## src/rtl/imuldiv_mul_resp_formatter_pkg.sv

```systemverilog
// Shared definitions for the multiply response formatter: func codes, field
// widths and the low/high product word selection.
package imuldiv_mul_resp_formatter_pkg;

  localparam int FUNC_W = 3;
  localparam int DATA_W = 32;
  localparam int PROD_W = 2 * DATA_W;

  localparam logic [FUNC_W-1:0] FUNC_MUL  = 3'd0;
  localparam logic [FUNC_W-1:0] FUNC_MULH = 3'd5;

  // MULH takes the upper word; every other func code behaves as MUL.
  function automatic logic [DATA_W-1:0] format_result(
    input logic [FUNC_W-1:0] func,
    input logic [PROD_W-1:0] prod
  );
    logic [DATA_W-1:0] word;
    if (func == FUNC_MULH) begin
      word = prod[PROD_W-1:DATA_W];
    end else begin
      word = prod[DATA_W-1:0];
    end
    return word;
  endfunction

endpackage

```

## src/rtl/imuldiv_mul_tag_fifo.sv

```systemverilog
// In-order func tag FIFO: one entry per multiply in flight, head is the func
// of the oldest outstanding request.
module imuldiv_mul_tag_fifo
  import imuldiv_mul_resp_formatter_pkg::*;
#(
  parameter int DEPTH = 4
) (
  input  logic                     clk,
  input  logic                     reset,
  input  logic                     enq_val,
  input  logic [FUNC_W-1:0]        enq_data,
  input  logic                     deq_val,
  output logic                     full,
  output logic                     empty,
  output logic [FUNC_W-1:0]        head,
  output logic [$clog2(DEPTH):0]   count
);

  localparam int PTR_W = $clog2(DEPTH);
  localparam int CNT_W = PTR_W + 1;
  localparam logic [CNT_W-1:0] FULL_CNT = CNT_W'(DEPTH);

  logic [FUNC_W-1:0] mem [DEPTH];
  logic [PTR_W-1:0]  wr_ptr;
  logic [PTR_W-1:0]  rd_ptr;
  logic [CNT_W-1:0]  cnt;
  logic              do_enq;
  logic              do_deq;

  assign full   = (cnt == FULL_CNT);
  assign empty  = (cnt == '0);
  assign do_enq = enq_val && !full;
  assign do_deq = deq_val && !empty;
  assign head   = mem[rd_ptr];
  assign count  = cnt;

  // Pointers wrap naturally because DEPTH is a power of two.
  always_ff @(posedge clk or negedge reset) begin
    if (!reset) begin
      wr_ptr <= '0;
      rd_ptr <= '0;
      cnt    <= '0;
    end else begin
      if (do_enq) begin
        wr_ptr <= wr_ptr + 1'b1;
      end
      if (do_deq) begin
        rd_ptr <= rd_ptr + 1'b1;
      end
      case ({do_enq, do_deq})
        2'b10:   cnt <= cnt + 1'b1;
        2'b01:   cnt <= cnt - 1'b1;
        default: cnt <= cnt;
      endcase
    end
  end

  always_ff @(posedge clk) begin
    if (do_enq) begin
      mem[wr_ptr] <= enq_data;
    end
  end

endmodule

```

## src/rtl/imuldiv_mul_resp_formatter.sv

```systemverilog
// Func-aware front end for the pipelined multiplier: forwards operands, tracks
// func per request, and returns the selected 32-bit word through an output register.
module imuldiv_mul_resp_formatter
  import imuldiv_mul_resp_formatter_pkg::*;
#(
  parameter int DEPTH = 4
) (
  input  logic                   clk,
  input  logic                   reset,

  input  logic [FUNC_W-1:0]      req_msg_func,
  input  logic [DATA_W-1:0]      req_msg_a,
  input  logic [DATA_W-1:0]      req_msg_b,
  input  logic                   req_val,
  output logic                   req_rdy,

  output logic [DATA_W-1:0]      mulreq_msg_a,
  output logic [DATA_W-1:0]      mulreq_msg_b,
  output logic                   mulreq_val,
  input  logic                   mulreq_rdy,

  input  logic [PROD_W-1:0]      mulresp_msg_result,
  input  logic                   mulresp_val,
  output logic                   mulresp_rdy,

  output logic [DATA_W-1:0]      resp_msg_result,
  output logic                   resp_val,
  input  logic                   resp_rdy,

  output logic [$clog2(DEPTH):0] tag_count
);

  // Handshakes: a transfer happens on a rising edge where val && rdy; val
  // never depends on rdy of the same interface, and req_rdy never depends on
  // mulresp_* so freeing a tag only reopens the request path a cycle later.

  logic              tag_full;
  logic              tag_empty;
  logic [FUNC_W-1:0] tag_head;
  logic              req_fire;
  logic              capture;
  logic              out_val;
  logic [DATA_W-1:0] out_result;

  assign mulreq_msg_a = req_msg_a;
  assign mulreq_msg_b = req_msg_b;
  assign mulreq_val   = req_val && !tag_full;
  assign req_rdy      = mulreq_rdy && !tag_full;
  assign req_fire     = req_val && req_rdy;

  assign mulresp_rdy  = !out_val || resp_rdy;
  assign capture      = mulresp_val && mulresp_rdy && !tag_empty;

  imuldiv_mul_tag_fifo #(
    .DEPTH (DEPTH)
  ) u_tag_fifo (
    .clk      (clk),
    .reset    (reset),
    .enq_val  (req_fire),
    .enq_data (req_msg_func),
    .deq_val  (capture),
    .full     (tag_full),
    .empty    (tag_empty),
    .head     (tag_head),
    .count    (tag_count)
  );

  // A capture while the old result drains reloads the register in place.
  always_ff @(posedge clk or negedge reset) begin
    if (!reset) begin
      out_val    <= 1'b0;
      out_result <= '0;
    end else if (capture) begin
      out_val    <= 1'b1;
      out_result <= format_result(tag_head, mulresp_msg_result);
    end else if (resp_rdy) begin
      out_val    <= 1'b0;
    end
  end

  assign resp_val        = out_val;
  assign resp_msg_result = out_result;

`ifndef SYNTHESIS
  always @(posedge clk) begin
    if (reset && mulresp_val && tag_empty) begin
      $display("imuldiv_mul_resp_formatter: ERROR mulresp_val with no outstanding tag at %0t", $time);
    end
  end
`endif

endmodule

```

## config.mk

```make
export PLATFORM = sky130hd
export DESIGN_NAME = imuldiv_mul_resp_formatter
export DESIGN_NICKNAME = d
export VERILOG_FILES = /design/src/rtl/imuldiv_mul_resp_formatter_pkg.sv /design/src/rtl/imuldiv_mul_tag_fifo.sv /design/src/rtl/imuldiv_mul_resp_formatter.sv
export SDC_FILE = /design/constraint.sdc
export NUM_CORES = 1
export LEC_CHECK = 0
export CORE_UTILIZATION = 40
export DETAILED_ROUTE_END_ITERATION = 7
export GPL_ROUTABILITY_DRIVEN = 0
export PLACE_DENSITY = 0.86
export REMOVE_ABC_BUFFERS = 1
export SETUP_SLACK_MARGIN = 0.5
export SLEW_MARGIN = 10
export SYNTH_ARGS = -nofsm -noshare
export SYNTH_HDL_FRONTEND = slang
export SYNTH_SLANG_ARGS = --single-unit
```

## constraint.sdc

```tcl
create_clock -name clk -period 4.2 [get_ports clk]
set_input_delay 0.63 -clock clk [delete_from_list [all_inputs] [get_ports clk]]
set_output_delay 0.63 -clock clk [all_outputs]
set_load 0.05 [all_outputs]
```

Word-level counts from Yosys, hierarchy flattened --
Memory sizes are Yosys's and may differ from the RTL's. Index checks and enable logic that the tools add are counted.
Storage, ports and cells: input port bits 137, output and inout bits 103, memory bits (writable) 12, memories 1, logic and storage cells 34, flip-flop bits (word level) 40
Cells by class: mux-type cells 6, reduce and logical (&&, ||, !) cells 14, equal/unequal tests 4, add/subtract/negate cells 4
Memories:
- u_tag_fifo.mem | words 4, bits a word 3, read ports 1, clocked after Yosys merged registers in 0, write ports 1, RTL line imuldiv_mul_tag_fifo.sv:23 | logic [FUNC_W-1:0] mem [DEPTH];
Operator list (number):
- $mux 32 | 1
- $logic_and 1x1->1 | 7
- $eq 3x3->1 const B | 2
- $pmux 3 s2 | 1
- $add 2x1->2 const B | 2
- $mux 1 | 4
- $reduce_bool 2->1 | 2
- $add 3x1->3 const B | 1
- $logic_not 1->1 | 3
- $logic_not 3->1 | 1
- $sub 3x1->3 const B | 1
- $eq 2x1->1 const B | 1
- $eq 2x2->1 const B | 1
- $logic_or 1x1->1 | 1

Depth between registers and ports, before layout --
Gate-level depths: netlist of run 1.
depth after elaboration 7, mapped depth 10, mapped depth without buffers 10

Cells and area by module --
A second synthesis of run 1 with hierarchy kept.
Second synthesis, totals: cell total of the unflattened synthesis 307, area, all modules 3450.8 um^2
By module, submodules not included:
- imuldiv_mul_resp_formatter | times used 1, cells each 254, seq. area each 825.8 um^2, area an instance 2576.2 um^2
- imuldiv_mul_tag_fifo | times used 1, cells each 53, seq. area each 535.5 um^2, area an instance 874.6 um^2

Worst setup path after synthesis of run 1 --
OpenSTA, ideal clock, no wires.
path type reg-to-reg, start register u_tag_fifo.cnt[0] (netlist: u_tag_fifo.count[0]), end register u_tag_fifo.cnt[2] (netlist: u_tag_fifo.count[2]), library setup time 0.146 ns, data required time 4.054 ns, arrival time 3.251 ns, path buffers 0, clock period less this slack 3.396 ns, cell stages (with the launch flop) 11, setup slack 0.804 ns, cells stage by stage dfrtp_1 nor2_1 a21boi_0 and2_2 inv_1 ha_1 inv_1 fa_1 xor2_1 nor2_1 xor2_1
On the way: cells in the longest elaborated chain, start to end 7, elaborated cells between the ends (all ways) 15, those cells by class add/sub (2); eq/ne (3); mux (1); reduce/logical (9)
Ends and longest elaborated chain:
- start: declaration | RTL line imuldiv_mul_tag_fifo.sv:26 | logic [CNT_W-1:0] cnt;
- start signal: assignment | RTL line imuldiv_mul_tag_fifo.sv:51 | 2'b10: cnt <= cnt + 1'b1;
- start signal: assignment | RTL line imuldiv_mul_tag_fifo.sv:52 | 2'b01: cnt <= cnt - 1'b1;
- start signal: assignment | RTL line imuldiv_mul_tag_fifo.sv:53 | default: cnt <= cnt;
- $eq 3x3->1 * | RTL line imuldiv_mul_tag_fifo.sv:30 | assign full = (cnt == FULL_CNT);
- $logic_not 1->1 * | RTL line imuldiv_mul_resp_formatter.sv:48 | assign req_rdy = mulreq_rdy && !tag_full;
- $logic_and 1x1->1 * | RTL line imuldiv_mul_resp_formatter.sv:48
- named net req_rdy | RTL line imuldiv_mul_resp_formatter.sv:15 | output logic req_rdy,
- $logic_and 1x1->1 * | RTL line imuldiv_mul_resp_formatter.sv:49 | assign req_fire = req_val && req_rdy;
- $logic_and 1x1->1 * | RTL line imuldiv_mul_tag_fifo.sv:32 | assign do_enq = enq_val && !full;
- $eq 2x1->1 / $eq 2x2->1 (equally long branches) | RTL line imuldiv_mul_tag_fifo.sv:50 | case ({do_enq, do_deq})
- $pmux 3 s2 / $reduce_bool 2->1 (equally long branches)
Mark *: on every way through the listed nets, which the timed path passes. The rest lies on a longest branch. A chain may end at the register's enable or synchronous reset.

Final worst setup path of run 1 --
start input port mulreq_rdy, end output port req_rdy
On the way: cells in the longest elaborated chain, start to end 1
Ends and longest elaborated chain:
- start: declaration | RTL line imuldiv_mul_resp_formatter.sv:20 | input logic mulreq_rdy,
- $logic_and 1x1->1 | RTL line imuldiv_mul_resp_formatter.sv:48
- end: declaration | RTL line imuldiv_mul_resp_formatter.sv:15
Every way passes these cells.

==> results of run 1 <==
[flip-flops by register name, indices dropped and copies added, names as in the netlist]
name and count:
resp_msg_result 32, u_tag_fifo.mem 12, u_tag_fifo.count 3, u_tag_fifo.rd_ptr 2, u_tag_fifo.wr_ptr 2, resp_val 1
[per-layer routing]
layer | track usage | part of all wire
met1 | 0.313 | 0.30
met2 | 0.495 | 0.44
met3 | 0.285 | 0.20
met4 | 0.188 | 0.063
met5 | 0.00481 | 0
[stage by stage]
step | area (sq um) | setup slack (ns) | cells | power, mW | hold WS (ns)
after global routing | 4650 | 1.02 | 570 | 3.36 | 0.519
final | 4650 | 1.13 | 570 | 3.20 | 0.464
after detailed placement | 4540 | 1.14 | 562 | 2.84 | 0.467
after CTS | 4650 | 1.13 | 570 | 3.20 | 0.491
after global placement | 4540 | 1.23 | 562 | 2.78 | 0.459
after floorplan | 3240 | 0.468 | 318 | 2.16 | 0.334
[area by class of cell]
type	count	area share
clock buffer	6	0.0156
clock inverter	2	0.00753
inverter	7	0.00565
multi-input combinational	259	0.399
sequential	52	0.294
tap	129	0.0347
timing repair buffer	115	0.244
[power breakdown]
group          leakage (nW)  internal, mW  switching (mW)  total [mW]
Clock                0.0552         0.177           0.175       0.353
Sequential            0.593         0.722           0.249       0.971
Combinational          1.28         0.693            1.18        1.87
[cells by family after synthesis]
family          count (synthesis)  share of synthesized area
simple gates                  146                      0.213
buf+inv                       108                      0.187
compound gates                 99                      0.216
flops                          52                      0.345
xor+xnor                        6                     0.0133
fa+ha+maj                       6                     0.0209
mux                             2                    0.00539
[placed cells by master, fill, tap and decap left out, drive strengths merged, types with 7 or more instances in the layout]
cell / count
a211oi: 32
and3: 68
clkdlybuf4s50: 110
dfrtp: 40
edfxtp: 12
inv: 7
nand2: 35
nand3: 32
o21ai: 32
o31ai: 33
[worst paths after layout]
path                                                       start                          endpoint  slack [ns]  cells past startpoint
max in group asynchronous                                  reset  u_tag_fifo.rd_ptr[1]$_DFFE_PN0P_        3.01                      1
worst max-delay path                                  mulreq_rdy                           req_rdy        1.13                      3
min in group clk                  resp_msg_result[6]$_DFFE_PN0P_    resp_msg_result[6]$_DFFE_PN0P_        0.49                      2
worst max register to register  u_tag_fifo.rd_ptr[0]$_DFFE_PN0P_    resp_msg_result[7]$_DFFE_PN0P_        1.53                      4
worst min register to register    resp_msg_result[6]$_DFFE_PN0P_    resp_msg_result[6]$_DFFE_PN0P_        0.49                      2
worst min-delay path                                       reset   resp_msg_result[16]$_DFFE_PN0P_        0.46                      1
==> qor.yml, run 1 <==
yosys:
  postSynthCellCount: 419
  synth-seq-area-share: 0.345
  synth_top_cell_by_area: "dfrtp_1"
  synth_common_cells: "buf_4, and3_1, dfrtp_1"
  ys_warn_count: 0
  syn_area_sq_um: 3950
  syn_area_per_cell_sq_um: 9.42
  synth.distinct_cells: 34
  synth_area_leaders: "dfrtp_1, buf_4, and3_1"
  synth.ff_latch_count: 52
  synth_most_common_cell: "buf_4"
  synth_ff_type: "dfrtp_1"
  synth_edf_count: 12
  synth-async-reset-ratio: 0.769
  yosysTopAreaCellShare: 0.253
clocking:
  cts_max_path_buffers: 2
  clk_pin_slew_worst_paths_ns: 0.10
  cts_tree: "done"
  ctsHoldBuffers: 0
  post_cts_resized: 0
  postCtsSetupRepairBufs: 0
  htree_levels: 2
  cts_inserted_buffers: 5
  cts-root-buf: "clkbuf_8"
  numClockSinks: 52
  clk_latency_ns: 0.31
floorplanning:
  num_rows: 35
  pin_count: 240
  fp.coreArea_sq_um: 9420
  die_y_um: 101
  dieArea_sq_um: 10300
  fp.dieW_um: 101
  start_util: 0.419
grt:
  overflow: 0
  antenna_found_initial: 0
  grt_max_degree: 66
  grt_pass1_vias: 3570
  grt_first_pass_wirelength_um: 24000
  track_usage: 0.332
setup_path:
  cp-start-kind: "primary input"
  path_class: "primary input to primary output"
  end_kind: "primary output"
  worst_ep_arrival_time_ns: 2.44
  cp_top_family: "buffers and inverters"
  critPathSlowestCell: "clkdlybuf4s50_1"
  path_buf_inv: 2
  cp_cell_sequence: "clkdlybuf4s50_1, a21boi_0, clkdlybuf4s50_1"
  crit_top_cell: "clkdlybuf4s50_1"
  cp_max_fo: 6
  worstPathRequired_ns: 3.57
  slowest_delay_ns: 0.91
finish:
  antenna_cells: 0
  drive_above_1_share: 0.132
  synthToLayoutAreaGrowth_pct: 17.7
  postLayoutCoreUtil: 0.494
  nets: 583
  fill_cells: 893
  seqCellArea_sq_um: 1370
  multi_input_area_sq_um: 1850
timing:
  rsz0062_at_grt: "no"
  fin_crit_sh: 0.731
  clock_skew_ns: 0.0150
  timing.fmax_mhz: 326
  hold_viol_final: 0
  worst_pin_slew_ns: 0.976
  relSlewSlack: 0.349
  layout_min_cycle_time_ns: 3.07
  slew_viol_final: 0
  fin_tns_setup_ns: 0
  setup_viol: 0
placed_design:
  port_buffers: 111
  dp_hpwl_um: 13000
hold_path:
  hold_class: "primary input to asynchronous set/reset pin"
flow_run:
  cap_violations: 0
detailed_routing:
  vias: 3479
  ant_nets: 0
  wl_per_cell_um: 30.2
  drt_iter0_markers: 187
  routed_via_density: 6.10
  wl_um: 17200
  drc: 0
  drt_first_pass_iters: 5
outcome:
  status: "finished clean"
pwr:
  ir_drop_mv: 0.467
  p_leak_nw: 1.93
  power.density_nw_per_um2: 688
Note: power is estimated with default switching activity, not from simulation.
==> inputs of run 2 (changes only) <==
--- a/config.mk
+++ b/config.mk
@@ -5,10 +5,10 @@
 export SDC_FILE = /design/constraint.sdc
 export NUM_CORES = 1
 export LEC_CHECK = 0
-export CORE_UTILIZATION = 40
+export CORE_UTILIZATION = 38
 export DETAILED_ROUTE_END_ITERATION = 7
 export GPL_ROUTABILITY_DRIVEN = 0
-export PLACE_DENSITY = 0.86
+export PLACE_DENSITY = 0.82
 export REMOVE_ABC_BUFFERS = 1
 export SETUP_SLACK_MARGIN = 0.5
 export SLEW_MARGIN = 10
==> constraint.sdc (replaced) <==
create_clock -name clk -period 3.2 [get_ports clk]
set_input_delay 0.48 -clock clk [delete_from_list [all_inputs] [get_ports clk]]
set_output_delay 0.48 -clock clk [all_outputs]
set_load 0.05 [all_outputs]
==> qor.yml, run 2 (same netlist as run 1, synthesis figures left out) <==
clocking:
  post_cts_resized: 1  # +1
  cts_max_path_buffers: 2  # unchanged
  postCtsSetupRepairBufs: 0  # unchanged
  cts-root-buf: "clkbuf_8"
  clk_latency_ns: 0.31  # about the same
  cts_inserted_buffers: 5  # unchanged
  numClockSinks: 52  # unchanged
  ctsHoldBuffers: 0  # unchanged
  clk_pin_slew_worst_paths_ns: 0.11  # about the same
  cts_tree: "done"
  htree_levels: 2  # unchanged
timing:
  timing.final.ws_setup_ns: 0.682  # -0.447 ns
  rsz0062_at_grt: "no"
  hold_viol_final: 0  # unchanged
  holdWs_ns: 0.326  # -0.137 ns
  slew_viol_final: 0  # unchanged
  clock_skew_ns: 0.0163  # +0.00135 ns
  timing.fmax_mhz: 397
  setup_viol: 0  # unchanged
  fin_crit_sh: 0.787
  relSlewSlack: 0.186  # -0.164
  layout_min_cycle_time_ns: 2.52
  worst_pin_slew_ns: 1.22  # +0.246 ns
setup_path:
  end_kind: "primary output"
  cp_max_fo: 6  # unchanged
  worst_ep_arrival_time_ns: 2.04  # -0.40 ns
  worstPathRequired_ns: 2.72  # -0.85 ns
  cp-start-kind: "primary input"
  critPathSlowestCell: "clkdlybuf4s50_1"
  path_class: "primary input to primary output"
  cp_cell_sequence: "clkdlybuf4s50_1, a21boi_0, clkdlybuf4s50_1"
  crit_top_cell: "clkdlybuf4s50_1"
  slowest_delay_ns: 0.83  # -0.08 ns
detailed_routing:
  wl_per_cell_um: 28.6  # -5.2%
  routed_via_density: 5.92  # -3.1%
  ant_nets: 0  # unchanged
  vias: 3408  # -2.0%
  wl_um: 16500  # -4.2%
  drc: 0  # unchanged
  drt_iter0_markers: 264  # +41%
  drt_first_pass_iters: 4  # -1
placed_design:
  dp_hpwl_um: 12400  # -4.9%
  place_ws_ns: 0.482  # -0.662 ns
  port_buffers: 111  # unchanged
  post-place-cells: 568  # +1.1%
  dpl-instance-area_sq_um: 4560  # +0.44%
grt:
  use_met1: 0.310  # -0.00335
  grt_first_pass_wirelength_um: 23900  # about the same
  track_usage: 0.305  # -0.0273
  grt_pass1_vias: 3478  # -2.6%
  use_met3: 0.311  # +0.0258
  antenna_found_initial: 0  # unchanged
  gr-max-usage-layer: "met2"
  overflow: 0  # unchanged
  grtUsageMet2: 0.417  # -0.0778
  grt_max_degree: 66  # unchanged
finish:
  final_cell_mix: "clkdlybuf4s50_1, and3_1, dfrtp_1"
  drive_above_1_share: 0.133  # +0.00166
  antenna_cells: 0  # unchanged
  final_common_cell: "clkdlybuf4s50_1"
  post-route-cell-area_sq_um: 4660  # +0.32%
  final-instance-count-excl-fill: 576  # +1.1%
  synthToLayoutAreaGrowth_pct: 18.1
  largest_register_ffs: 32  # unchanged
  nets: 585  # +0.34%
floorplanning:
  num_rows: 36  # +2.9%
  fp.dieW_um: 104  # +2.6%
  die_y_um: 104  # +2.6%
  dieArea_sq_um: 10800  # +5.2%
  fp.coreArea_sq_um: 9910  # +5.2%
  pin_count: 240  # unchanged
  start_util: 0.398  # -0.0209
pwr:
  p_leak_nw: 1.94  # +0.45%
  ir_drop_mv: 0.589  # +26%
  p_total_mw: 4.20  # +31%
  power.density_nw_per_um2: 901  # +31%
hold_path:
  hold_class: "primary input to asynchronous set/reset pin"
flow_run:
  cap_violations: 0  # unchanged
outcome:
  status: "finished clean"
[run 2: report_power, final]
| group | internal [mW] | leakage, nW | switching (mW) |
|---|---|---|---|
| Combinational | 0.921 | 1.29 | 1.56 |
| Clock | 0.229 | 0.0532 | 0.236 |
| Sequential | 0.944 | 0.593 | 0.317 |
| Total | 2.09 | 1.94 | 2.11 |
[run 2: worst paths after layout]
check,from,endpoint,slack [ns],cells after the start
setup / recovery,req_val,mulreq_val,0.68,3
hold / removal,reset,resp_msg_result[10]$_DFFE_PN0P_,0.33,1
setup reg to reg,u_tag_fifo.rd_ptr[0]$_DFFE_PN0P_,resp_msg_result[7]$_DFFE_PN0P_,0.82,4
hold reg to reg,resp_msg_result[10]$_DFFE_PN0P_,resp_msg_result[10]$_DFFE_PN0P_,0.49,2
max in group asynchronous,reset,u_tag_fifo.rd_ptr[1]$_DFFE_PN0P_,2.16,1
min in group clk,resp_msg_result[10]$_DFFE_PN0P_,resp_msg_result[10]$_DFFE_PN0P_,0.49,2
[run 2: layout make-up]
type / instances / area [sq um]
clock buffers: 5 / 68.8
well taps: 133 / 166
repair buffers: 117 / 1150
flip-flops and latches: 52 / 1360
inverters: 7 / 26.3
clock inverters: 3 / 37.5
fillers: 925 / 5250
multi-input cells: 259 / 1850
[run 2: metal layers]
metal	wire, um	vias up
li1	-	1490
met1	5480	1658
met2	6740	236
met3	3660	22
met4	552	2
met5	57	-
[run 2: critical path, delay by kind of cell]
kind | cells | cell delay (ns)
buffers and inverters | 2 | 1.36
AOI/OAI and AO/OA | 1 | 0.20
[run 2: through the flow]
| stage | setup TNS [ns] | utilization |
|---|---|---|
| after global routing | 0 | 0.471 |
| after floorplan | -1.23 | - |
| after CTS | 0 | 0.471 |
| after detailed placement | 0 | 0.460 |
| final | 0 | 0.471 |
| after global placement | 0 | 0.460 |
